`config.mk`:
```
export PLATFORM = sky130hd
export DESIGN_NAME = zapper_multi
export DESIGN_NICKNAME = d
export VERILOG_FILES = /design/src/rtl/zapper_multi.sv
export SDC_FILE = /design/constraint.sdc
export NUM_CORES = 1
export LEC_CHECK = 0
export ABC_CLOCK_PERIOD_IN_PS = 4100
export CORE_UTILIZATION = 59
export CTS_BUF_LIST = sky130_fd_sc_hd__clkbuf_4
export DETAILED_ROUTE_END_ITERATION = 16
export GPL_TIMING_DRIVEN = 0
export PLACE_DENSITY_LB_ADDON = 0.3
export SLEW_MARGIN = 25
export SYNTH_ARGS = -nofsm -noshare
export SYNTH_HDL_FRONTEND = slang
export SYNTH_SLANG_ARGS = --single-unit
```
`constraint.sdc`:
```
create_clock -name clk -period 4.1 [get_ports clk]
set_input_delay 0.82 -clock clk [delete_from_list [all_inputs] [get_ports clk]]
set_output_delay 0.82 -clock clk [all_outputs]
set_load 0.05 [all_outputs]
```
`src/rtl/zapper_multi.sv`:
```
// rtl/zapper_multi.sv - multi-channel NES Zapper light-gun emulation (mouse/analog aim, trigger timing, light sense)
module zapper_multi #(
  parameter int NUM_GUNS  = 2,
  parameter int TRIG_PULL = 830000,
  parameter int TRIG_COOL = 2100000,
  parameter int WIN       = 4,
  parameter int MOUSE_CH  = 0
) (
  input  logic                   clk,
  input  logic                   reset,
  input  logic [24:0]            ps2_mouse,
  input  logic [16*NUM_GUNS-1:0] analog,
  input  logic [NUM_GUNS-1:0]    analog_trigger,
  input  logic [NUM_GUNS-1:0]    mode,
  input  logic [8:0]             cycle,
  input  logic [8:0]             scanline,
  input  logic [5:0]             color,
  output logic [NUM_GUNS-1:0]    light,
  output logic [NUM_GUNS-1:0]    trigger,
  output logic [2*NUM_GUNS-1:0]  reticule
);

  localparam logic [1:0] S_IDLE = 2'd0;
  localparam logic [1:0] S_PULL = 2'd1;
  localparam logic [1:0] S_COOL = 2'd2;
  localparam logic [1:0] S_WAIT = 2'd3;

  localparam int TMAX = (TRIG_PULL > TRIG_COOL) ? TRIG_PULL : TRIG_COOL;
  localparam int CW   = $clog2(TMAX + 1);
  localparam logic signed [9:0] WINS = 10'(WIN);

  logic       r_tog;
  logic       r_mbtn;
  logic [8:0] r_last_scan;
  logic       w_packet;
  logic       w_scan_chg;
  logic signed [8:0] w_sdx, w_sdy, w_qdx, w_qdy;
  logic signed [9:0] w_ddx, w_ddy;
  logic       w_unused;

  assign w_packet   = ps2_mouse[24] ^ r_tog;
  assign w_scan_chg = (scanline != r_last_scan);
  assign w_sdx      = {ps2_mouse[4], ps2_mouse[15:8]};
  assign w_sdy      = {ps2_mouse[5], ps2_mouse[23:16]};
  assign w_qdx      = w_sdx >>> 2;
  assign w_qdy      = w_sdy >>> 2;
  assign w_ddx      = {w_qdx[8], w_qdx};
  assign w_ddy      = {w_qdy[8], w_qdy};
  assign w_unused   = ^{ps2_mouse[7:6], ps2_mouse[3:1]};

  // Packet toggle tracking, latched mouse button and scanline-change detector
  always_ff @(posedge clk) begin
    if (reset) begin
      r_tog       <= ps2_mouse[24];
      r_mbtn      <= 1'b0;
      r_last_scan <= scanline;
    end else begin
      r_tog       <= ps2_mouse[24];
      r_last_scan <= scanline;
      if (w_packet) r_mbtn <= ps2_mouse[0];
    end
  end

  genvar gi;
  generate
    for (gi = 0; gi < NUM_GUNS; gi++) begin : g_ch
      localparam bit IS_M = (gi == MOUSE_CH);

      logic [7:0]    r_x, r_y;
      logic [1:0]    r_st;
      logic [CW-1:0] r_cnt;
      logic          r_prev;
      logic [4:0]    r_lcnt;
      logic [1:0]    r_ret;
      logic [4:0]    w_lcnt_nx;
      logic [7:0]    w_ax, w_v, w_mx, w_my;
      logic signed [9:0] w_nx, w_ny, w_dc, w_ds;
      logic          w_src, w_off, w_xh, w_hit;

      assign w_ax  = analog[16*gi +: 8];
      assign w_v   = analog[16*gi+8 +: 8] ^ 8'h80;
      assign w_nx  = $signed({2'b00, r_x}) + w_ddx;
      assign w_ny  = $signed({2'b00, r_y}) - w_ddy;
      assign w_mx  = w_nx[9] ? 8'd0 : (w_nx[8] ? 8'hFF : w_nx[7:0]);
      assign w_my  = w_ny[9] ? 8'd0 : (w_ny[8] ? 8'hFF : w_ny[7:0]);

      assign w_dc  = $signed({1'b0, cycle}) - $signed({2'b00, r_x});
      assign w_ds  = $signed({1'b0, scanline}) - $signed({2'b00, r_y});
      assign w_off = (r_x >= 8'd254) || (r_x <= 8'd1) || (r_y >= 8'd224) || (r_y <= 8'd8);
      assign w_xh  = ((w_ds == 10'sd0) && (w_dc >= -10'sd1) && (w_dc <= 10'sd1)) ||
                     ((w_dc == 10'sd0) && (w_ds >= -10'sd1) && (w_ds <= 10'sd1));
      assign w_hit = (w_dc >= -WINS) && (w_dc <= WINS) &&
                     (w_ds >= -WINS) && (w_ds <= WINS) && !w_off;

      assign w_src = analog_trigger[gi] | (IS_M & r_mbtn);

      // Aim position: analog mode reloads every clock, mouse mode moves on packets
      always_ff @(posedge clk) begin
        if (reset) begin
          r_x <= 8'd0;
          r_y <= 8'd0;
        end else if (mode[gi]) begin
          r_x <= w_ax ^ 8'h80;
          r_y <= w_v - {4'b0000, w_v[7:4]};
        end else if (IS_M && w_packet) begin
          r_x <= w_mx;
          r_y <= w_my;
        end
      end

      // Trigger shot timing; r_prev resets high so a button held through reset must be released first
      always_ff @(posedge clk) begin
        if (reset) begin
          r_st   <= S_IDLE;
          r_cnt  <= '0;
          r_prev <= 1'b1;
        end else begin
          r_prev <= w_src;
          case (r_st)
            S_IDLE: begin
              if (w_src && !r_prev) begin
                r_st  <= S_PULL;
                r_cnt <= '0;
              end
            end
            S_PULL: begin
              if (r_cnt == CW'(TRIG_PULL - 1)) begin
                r_st  <= S_COOL;
                r_cnt <= '0;
              end else begin
                r_cnt <= r_cnt + CW'(1);
              end
            end
            S_COOL: begin
              if (r_cnt == CW'(TRIG_COOL - 1)) begin
                r_st  <= w_src ? S_WAIT : S_IDLE;
                r_cnt <= '0;
              end else begin
                r_cnt <= r_cnt + CW'(1);
              end
            end
            default: begin
              if (!w_src) r_st <= S_IDLE;
            end
          endcase
        end
      end

      // Light counter next value: brightness-class load beats scanline decay
      always_comb begin
        w_lcnt_nx = r_lcnt;
        if (w_hit && (color == 6'h20 || color == 6'h30)) begin
          w_lcnt_nx = 5'd26;
        end else if (w_hit && ((color >= 6'h30 && color <= 6'h3D) || color == 6'h10)) begin
          w_lcnt_nx = (r_lcnt > 5'd20) ? r_lcnt : 5'd20;
        end else if (w_hit && ((color >= 6'h20 && color <= 6'h2D) || color == 6'h00)) begin
          w_lcnt_nx = (r_lcnt > 5'd17) ? r_lcnt : 5'd17;
        end else if (w_scan_chg && r_lcnt != 5'd0) begin
          w_lcnt_nx = r_lcnt - 5'd1;
        end
      end

      // Light counter and registered reticule overlay
      always_ff @(posedge clk) begin
        if (reset) begin
          r_lcnt <= 5'd0;
          r_ret  <= 2'b00;
        end else begin
          r_lcnt <= w_lcnt_nx;
          r_ret  <= {w_off, w_xh};
        end
      end

      assign light[gi]           = (r_lcnt == 5'd0);
      assign trigger[gi]         = (r_st == S_PULL);
      assign reticule[2*gi +: 2] = r_ret;
    end
  endgenerate

endmodule
```
==> results of run 1 <==
-- what timing repair did --
| action | 4_1_cts | 5_1_grt |
|---|---|---|
| resized for setup | 1 | 7 |
| hold buffers | 0 | 0 |
| setup buffers | 0 | 0 |
| pin swaps | 0 | 1 |
| endpoints found under the setup margin | 1 | 2 |
-- flip-flops by register name, summed over array words and instances (netlist names) --
signal	cells
g_ch.r_cnt	44
g_ch.r_lcnt	10
g_ch.r_prev	2
g_ch.r_ret	4
g_ch.r_st	4
g_ch.r_x	16
g_ch.r_y	16
r_last_scan	9
r_mbtn	1
r_tog	1
-- placed cells by master, fill, tap and decap left out, types with 7 or more instances in the layout --
master             n
clkbuf_4           9
nand2b_1          21
nand2_1           57
a22oi_1            9
xnor2_1           44
xor2_1            47
nor2b_1           15
a21o_1            14
a211oi_1          23
nand3_1           29
o21ai_1            7
fa_1               7
clkbuf_1          15
a21oi_1           60
nor2_1           124
and3_1            17
ha_1              74
mux2i_1           14
dfxtp_1          107
o21ai_0           48
nor3_1            31
nor4_1            18
inv_1             88
o21a_1             7
clkdlybuf4s50_1   84
nand4_1           18
a31oi_1            8
-- worst max path at each step --
stage	end	depth (start not counted)	slack, ps
floorplan	g_ch[1].r_lcnt[3]$_SDFFE_PP0P_	14	430
global placement	g_ch[1].r_lcnt[3]$_SDFFE_PP0P_	15	-500
detailed placement	g_ch[1].r_lcnt[3]$_SDFFE_PP0P_	15	-580
CTS	g_ch[1].r_lcnt[3]$_SDFFE_PP0P_	15	60
global route	g_ch[0].r_lcnt[3]$_SDFFE_PP0P_	14	4
finish	g_ch[1].r_lcnt[3]$_SDFFE_PP0P_	15	170
-- kinds of logic (layout without fill, tap and decap cells) --
family | count (synthesis) | count (layout) | share of synthesized area
XOR/XNOR | 91 | 91 | 0.09676
adder cells (fa/ha/maj) | 82 | 82 | 0.1319
multiplexers | 15 | 15 | 0.01838
other | 0 | 1 | 0
AO/OA/AOI/OAI | 248 | 248 | 0.2023
buffers and inverters | 113 | 212 | 0.05271
AND/OR/NAND/NOR | 380 | 380 | 0.2379
flip-flops | 107 | 107 | 0.2601
-- per-stage QoR --
stage	power [uW]	setup TNS, ps	setup WS [ps]	util	cell area, um^2
5_1_grt	3770	0	3.655	0.7041	9472
2_1_floorplan	2500	0	432.4	-	8237
3_3_place_gp	2892	-2264	-496.4	0.6911	9298
3_5_place_dp	2937	-2932	-584.2	0.6911	9298
4_1_cts	3507	0	59.22	0.7020	9444
6_report	3526	0	165.5	0.7041	9472
-- worst register-to-register path: stages (launching register included) --
cell and delay, ps:
dfxtp_1 360, ha_1 160, inv_1 50, fa_1 420, a21o_1 200, a221o_1 360, o22ai_2 140, o221ai_1 130
or3_4 420, o21ai_2 160, and4_1 230, buf_4 170, mux2_1 330, a211oi_1 250
-- power by group --
| part | total (uW) | internal [uW] | leakage, uW | switching (uW) |
|---|---|---|---|---|
| combinational | 1690 | 701 | 0.00284 | 993 |
| sequential | 1260 | 1150 | 0.000878 | 111 |
| clock | 575 | 191 | 0.0000763 | 385 |
| total | 3530 | 2040 | 0.00379 | 1490 |
-- cell type report --
cell class / count / area (um^2) / share of cell area
multi-input cells: 816 / 5693 / 0.6011
well taps: 176 / 220.2 / 0.02325
repair buffers: 84 / 840.8 / 0.08877
diodes: 1 / 2.502 / 0.0002642
flip-flops and latches: 107 / 2142 / 0.2262
clock inverters: 6 / 71.32 / 0.007530
plain buffers: 24 / 100.1 / 0.01057
inverters: 89 / 334.1 / 0.03527
clock buffers: 9 / 67.56 / 0.007133
-- per-layer routing --
metal  part of all wire  track usage
met1               0.46       0.3954
met2               0.46       0.4684
met3              0.056      0.02947
met4              0.023       0.1078
met5                  0            0
==> impl_metrics.env, run 1 <==
export IMPL_synth_most_common_cell="nor2_1"
export IMPL_htreeDepth=3
export IMPL_cp_max_fo=10
export IMPL_fin_skew_ps=17.07
export IMPL_rr_worst_depth=13
export IMPL_wl_per_cell_um=15.54
export IMPL_critPathTopFamily="compound AO/OA/AOI/OAI gates"
export IMPL_fp_dieW_um=120.2
export IMPL_holdPathEnd="g_ch[1].r_x[4]$_SDFFE_PP0P_"
export IMPL_cts_tree="yes"
export IMPL_clock_latency_ps=500
export IMPL_rows=42
export IMPL_grtUsageTotal=0.2892
export IMPL_maxCapViolations=0
export IMPL_synth_flop_cell="dfxtp_1"
export IMPL_crit_buf_inv=4
export IMPL_synth_top_area_frac=0.2601
export IMPL_hold_start="g_ch[1].r_x[4]$_SDFFE_PP0P_"
export IMPL_grt_overflow_total=0
export IMPL_crit_slowest_cell="fa_1"
export IMPL_root_buffer="clkbuf_4"
export IMPL_routed_wirelength_mm=20.38
export IMPL_critPathLaunch="cycle[0]"
export IMPL_slew_viol_final=0
export IMPL_crit_chain="clkdlybuf4s50_1 -> inv_2 -> ha_1 -> inv_1 -> fa_1 -> a21o_1 -> a221o_1 -> o22ai_2 -> o221ai_1 -> or3_4 -> o21ai_2 -> and4_1 -> buf_4 -> mux2_1 -> a211oi_1"
export IMPL_status="complete, no violations"
export IMPL_r2r_slack_ps=660
export IMPL_rsz0062_at_grt="no"
export IMPL_dp_cells=1296
export IMPL_finalSetupViolations=0
export IMPL_max_freq_ghz=0.2542
export IMPL_crit_type="input pin to flip-flop"
export IMPL_cts_buffers_inserted=9
export IMPL_synth_area_top_cells="dfxtp_1 (26%), ha_1 (11%), nor2_1 (5.7%), xor2_1 (5.0%), xnor2_1 (4.7%)"
export IMPL_synth_area_um2=8237
export IMPL_critical_path_startpoint_type="input pin"
export IMPL_grt_start_max_net_pins=19
export IMPL_routed_via_count=7859
export IMPL_fin_crit_ps=3935
export IMPL_coreArea_um2=13450
export IMPL_nets=1300
export IMPL_grt_pass1_wl_mm=33.41
export IMPL_required_ps=4530
export IMPL_drc=0
export IMPL_tightest_slew_ps=955.5
export IMPL_cp_end_kind="flip-flop"
export IMPL_hold_slack_ps=524.5
export IMPL_start_util=0.6123
export IMPL_power_density_nw_per_um2=372.3
export IMPL_clockBufferDepth=2
export IMPL_yosysSeqAreaShare=0.2601
export IMPL_irDropWorstVdd_mv=0.1620
export IMPL_finalHoldViolCount=0
export IMPL_drtPass1Iterations=6
export IMPL_synth_area_leader_cell="dfxtp_1"
export IMPL_syn_inst=1036
export IMPL_dp_hpwl_mm=15.92
export IMPL_viasPerCell=5.990
export IMPL_ys_types=79
export IMPL_crit_arrival_ps=4370
export IMPL_syn_mean_instance_area_um2=7.950
export IMPL_clk_pin_slew_ps=180
export IMPL_instances_no_fill=1312
export IMPL_postRouteAntennaNets=0
export IMPL_syn_nets=1205
export IMPL_synth_edf_count=0
export IMPL_routabilityCongestion=0.9434
export IMPL_grt_pass1_vias=7165
export IMPL_cts_sinks=107
export IMPL_fin_crit_sh=0.9596
export IMPL_die_area_um2=14440
export IMPL_synth_async_reset_ratio=0
export IMPL_synth_seq_cells=107
export IMPL_ioPinCount=95
export IMPL_reg2reg_to="g_ch[1].r_lcnt[3]$_SDFFE_PP0P_"
export IMPL_synth_common_cells="nor2_1 (124), dfxtp_1 (107), inv_1 (89), ha_1 (74), a21oi_1 (62)"
export IMPL_die_h_um=120.2
export IMPL_min_path_cells=2
export IMPL_nFillCells=1126
export IMPL_max_stage_delay_ps=420
export IMPL_drive_above_1_share=0.03877
export IMPL_leakagePower_uw=0.003793
export IMPL_drt_initial_drc_count=602
export IMPL_hold_path_class="flip-flop to flip-flop"
export IMPL_relSlewSlack=0.3563
export IMPL_synthToLayoutAreaGrowth_pct=14.99
export IMPL_rr_startpoint="g_ch[1].r_x[0]$_SDFFE_PP0P_"
export IMPL_yosys_warnings=0
export IMPL_io_buffers=84
export IMPL_antenna_found_initial=1
Note: power is estimated with default switching activity, not from simulation.
==> inputs of run 2 (changes only) <==
--- a/config.mk
+++ b/config.mk
@@ -5,8 +5,9 @@
 export SDC_FILE = /design/constraint.sdc
 export NUM_CORES = 1
 export LEC_CHECK = 0
+export ABC_AREA = 1
 export ABC_CLOCK_PERIOD_IN_PS = 4100
-export CORE_UTILIZATION = 59
+export CORE_UTILIZATION = 60
 export CTS_BUF_LIST = sky130_fd_sc_hd__clkbuf_4
 export DETAILED_ROUTE_END_ITERATION = 16
 export GPL_TIMING_DRIVEN = 0
==> run 2 against run 1 <==
- sequential cell count unchanged
- sequential share of layout area down 1.5 points
- non-clock buffer count down 9
- cell count up 24%
- sequential power about the same
- cell area up 7.2%
- hold slack worse by 36 ps
- clock power up 8.0%
- power up 1.1%
- area after synthesis up 8.3%
- combinational power about the same
- first-iteration DRC count up 16%
- critical path type unchanged
- highest routed layer unchanged
==> impl_metrics.env, run 2 <==
export IMPL_status="complete, no violations"
export IMPL_reg2reg_to="g_ch[0].r_y[2]$_SDFFE_PP0P_"
export IMPL_synth_area_top_cells="dfxtp_1 (24%), nand2_1 (12%), ha_1 (10%), inv_1 (8.9%), nor2_1 (5.8%)"
export IMPL_finalSetupViolations=0
export IMPL_rr_startpoint="g_ch[0].r_y[0]$_SDFFE_PP0P_"
export IMPL_rr_worst_depth=14
export IMPL_synth_area_leader_cell="dfxtp_1"
export IMPL_max_freq_ghz=0.2921
export IMPL_synth_flop_cell="dfxtp_1"
export IMPL_fin_skew_ps=12.99
export IMPL_drive_above_1_share=0.07187
export IMPL_largest_reg_flops=44
export IMPL_viasPerCell=5.532
export IMPL_ys_types=56
export IMPL_grt_overflow_total=0
export IMPL_r2r_slack_ps=1190
export IMPL_hold_path_class="flip-flop to flip-flop"
export IMPL_min_path_cells=2
export IMPL_hold_start="g_ch[0].r_cnt[19]$_SDFFE_PP0P_"
export IMPL_start_util=0.6136
export IMPL_power_density_nw_per_um2=351.2
export IMPL_dp_hpwl_mm=17.45
export IMPL_critical_path_startpoint_type="input pin"
export IMPL_fp_dieW_um=123.9
export IMPL_routabilityCongestion=0.9242
export IMPL_finalHoldViolCount=0
export IMPL_cts_tree="yes"
export IMPL_slew_viol_final=0
export IMPL_cp_end_kind="flip-flop"
export IMPL_rsz0062_at_grt="no"
export IMPL_clk_pin_slew_ps=160
export IMPL_layout_common_cells="nand2_1 (288), inv_1 (212), nor2_1 (137)"
export IMPL_wl_per_cell_um=13.25
export IMPL_clock_latency_ps=500
export IMPL_holdPathEnd="g_ch[0].r_cnt[19]$_SDFFE_PP0P_"
export IMPL_io_buffers=84
export IMPL_cts_resized=0
export IMPL_synth_top_area_frac=0.2402
export IMPL_crit_type="input pin to flip-flop"
export IMPL_grt_pass1_wl_mm=35.69
export IMPL_htreeDepth=3
export IMPL_maxCapViolations=0
export IMPL_grt_start_max_net_pins=18
export IMPL_largest_register="g_ch.r_cnt"
export IMPL_synth_seq_cells=107
export IMPL_drc=0
export IMPL_drtPass1Iterations=5
export IMPL_syn_nets=1517
export IMPL_antenna_found_initial=1
export IMPL_synth_most_common_cell="nand2_1"
export IMPL_rows=44
export IMPL_reg_largest_list="g_ch.r_cnt x44, g_ch.r_x x16, g_ch.r_y x16"
export IMPL_irDropWorstVdd_mv=0.1886
export IMPL_syn_mean_instance_area_um2=6.615
export IMPL_grtUsageTotal=0.2915
export IMPL_clockBufferDepth=2
export IMPL_nets=1612
export IMPL_relSlewSlack=0.4062
export IMPL_synth_edf_count=0
export IMPL_setup_tns_ps=0
export IMPL_cts_sinks=107
export IMPL_leakagePower_uw=0.004550
export IMPL_synth_async_reset_ratio=0
export IMPL_grt_pass1_vias=8305
export IMPL_die_h_um=123.9
export IMPL_postCtsHoldBufs=0
export IMPL_final_common_cell="nand2_1"
export IMPL_routed_wirelength_mm=21.62
export IMPL_ioPinCount=95
export IMPL_drt_initial_drc_count=696
export IMPL_required_ps=4520
export IMPL_final_core_util=0.6985
export IMPL_routed_via_count=9029
export IMPL_cp_max_fo=5
export IMPL_synthToLayoutAreaGrowth_pct=13.85
export IMPL_cts_buffers_inserted=9
export IMPL_nFillCells=1266
export IMPL_fin_crit_ps=3423
export IMPL_die_area_um2=15350
export IMPL_cts_setup_buffers=0
export IMPL_postRouteAntennaNets=0
export IMPL_fin_crit_sh=0.8350
export IMPL_root_buffer="clkbuf_4"
export IMPL_yosys_warnings=0
export IMPL_syn_inst=1348
export IMPL_yosysSeqAreaShare=0.2402
export IMPL_synth_area_um2=8917
export IMPL_tightest_slew_ps=884.7
export IMPL_coreArea_um2=14530
export IMPL_crit_arrival_ps=3840
export IMPL_synth_common_cells="nand2_1 (288), inv_1 (212), nor2_1 (137), dfxtp_1 (107), a21oi_1 (83)"
## run 2: changes by cell type after synthesis, moves of 15 or more
cell      previous run  this run
nand2b_1            21         0
nand3_1             29        76
xnor2_1             44        13
inv_1               89       212
nor2b_1             15         0
nand2_1             57       288
a21oi_1             62        83
nand2_2              0        20
## run 2: final cells by class
| class | count | area (um^2) | share of cell area |
|---|---|---|---|
| multi-input cells | 1001 | 5868 | 0.5780 |
| well taps | 184 | 230.2 | 0.02268 |
| clock buffers | 10 | 75.07 | 0.007395 |
| flip-flops and latches | 107 | 2142 | 0.2110 |
| plain buffers | 15 | 60.06 | 0.005916 |
| clock inverters | 5 | 86.33 | 0.008504 |
| repair buffers | 84 | 840.8 | 0.08282 |
| diodes | 1 | 2.502 | 0.0002465 |
| inverters | 225 | 847.1 | 0.08344 |
## run 2: logic make-up after synthesis
logic type                 count (synthesis)  synth area share
buffers and inverters                    240            0.1017
xor gates and xnor gates                  49           0.04813
AOI/OAI and AO/OA                        213            0.1420
adders and majority gates                 82            0.1218
DFF                                      107            0.2402
and+or+nand+nor                          657            0.3461
## run 2: worst max path at each step
| stage | start | end | slack [ps] | cells after the start |
|---|---|---|---|---|
| 5_1_grt | scanline[0] | g_ch[0].r_lcnt[3]$_SDFFE_PP0P_ | 450 | 22 |
| 4_1_cts | scanline[0] | g_ch[0].r_lcnt[4]$_SDFFE_PP0P_ | 740 | 21 |
| 6_report | scanline[0] | g_ch[0].r_lcnt[3]$_SDFFE_PP0P_ | 680 | 22 |
| 2_1_floorplan | cycle[0] | g_ch[1].r_lcnt[4]$_SDFFE_PP0P_ | 1070 | 22 |
| 3_3_place_gp | scanline[0] | g_ch[0].r_lcnt[1]$_SDFFE_PP0P_ | 250 | 22 |
| 3_5_place_dp | scanline[0] | g_ch[0].r_lcnt[3]$_SDFFE_PP0P_ | 210 | 22 |
## run 2: through the flow
step	hold slack (ps)	setup WS (ps)	cells	total power [uW]	cell area, um^2
6_report	488.2	676.5	1632	3565	10150
5_1_grt	523.1	445.1	1632	3856	10150
4_1_cts	492.0	737.3	1631	3569	10150
3_5_place_dp	466.3	207.0	1616	2945	9988
3_3_place_gp	458.0	254.1	1616	2899	9988
2_1_floorplan	440.9	1066	1348	2525	8917
## run 2: per-layer routing
| layer | GRT usage | vias up | routed length (um) |
|---|---|---|---|
| li1 | - | 4625 | - |
| met1 | 0.3592 | 4090 | 9705 |
| met2 | 0.5128 | 272 | 10270 |
| met3 | 0.05037 | 42 | 1157 |
| met4 | 0.09449 | 0 | 487 |
| met5 | 0 | - | 0 |
## run 2: power breakdown
| part | internal [uW] | leakage [uW] | switching [uW] |
|---|---|---|---|
| Clock | 256 | 0.0000875 | 364 |
| Combinational | 649 | 0.00358 | 1060 |
| Sequential | 1140 | 0.000878 | 96.6 |
## run 2: critical path, stage by stage
cell and delay (ps):
clkdlybuf4s50_1 490, inv_1 130, ha_1 150, inv_1 50, fa_1 400, nand3_1 100
nand2_2 90, a21oi_2 140, xor2_1 200, nand2_1 80, nor2_1 160, nand2_1 90
nand2_2 110, inv_2 70, nor2_4 130, nand3_2 110, nand2_1 130, nand3_2 80
nand2_2 130, nand2_1 70, nand2_1 60, nor2_1 40
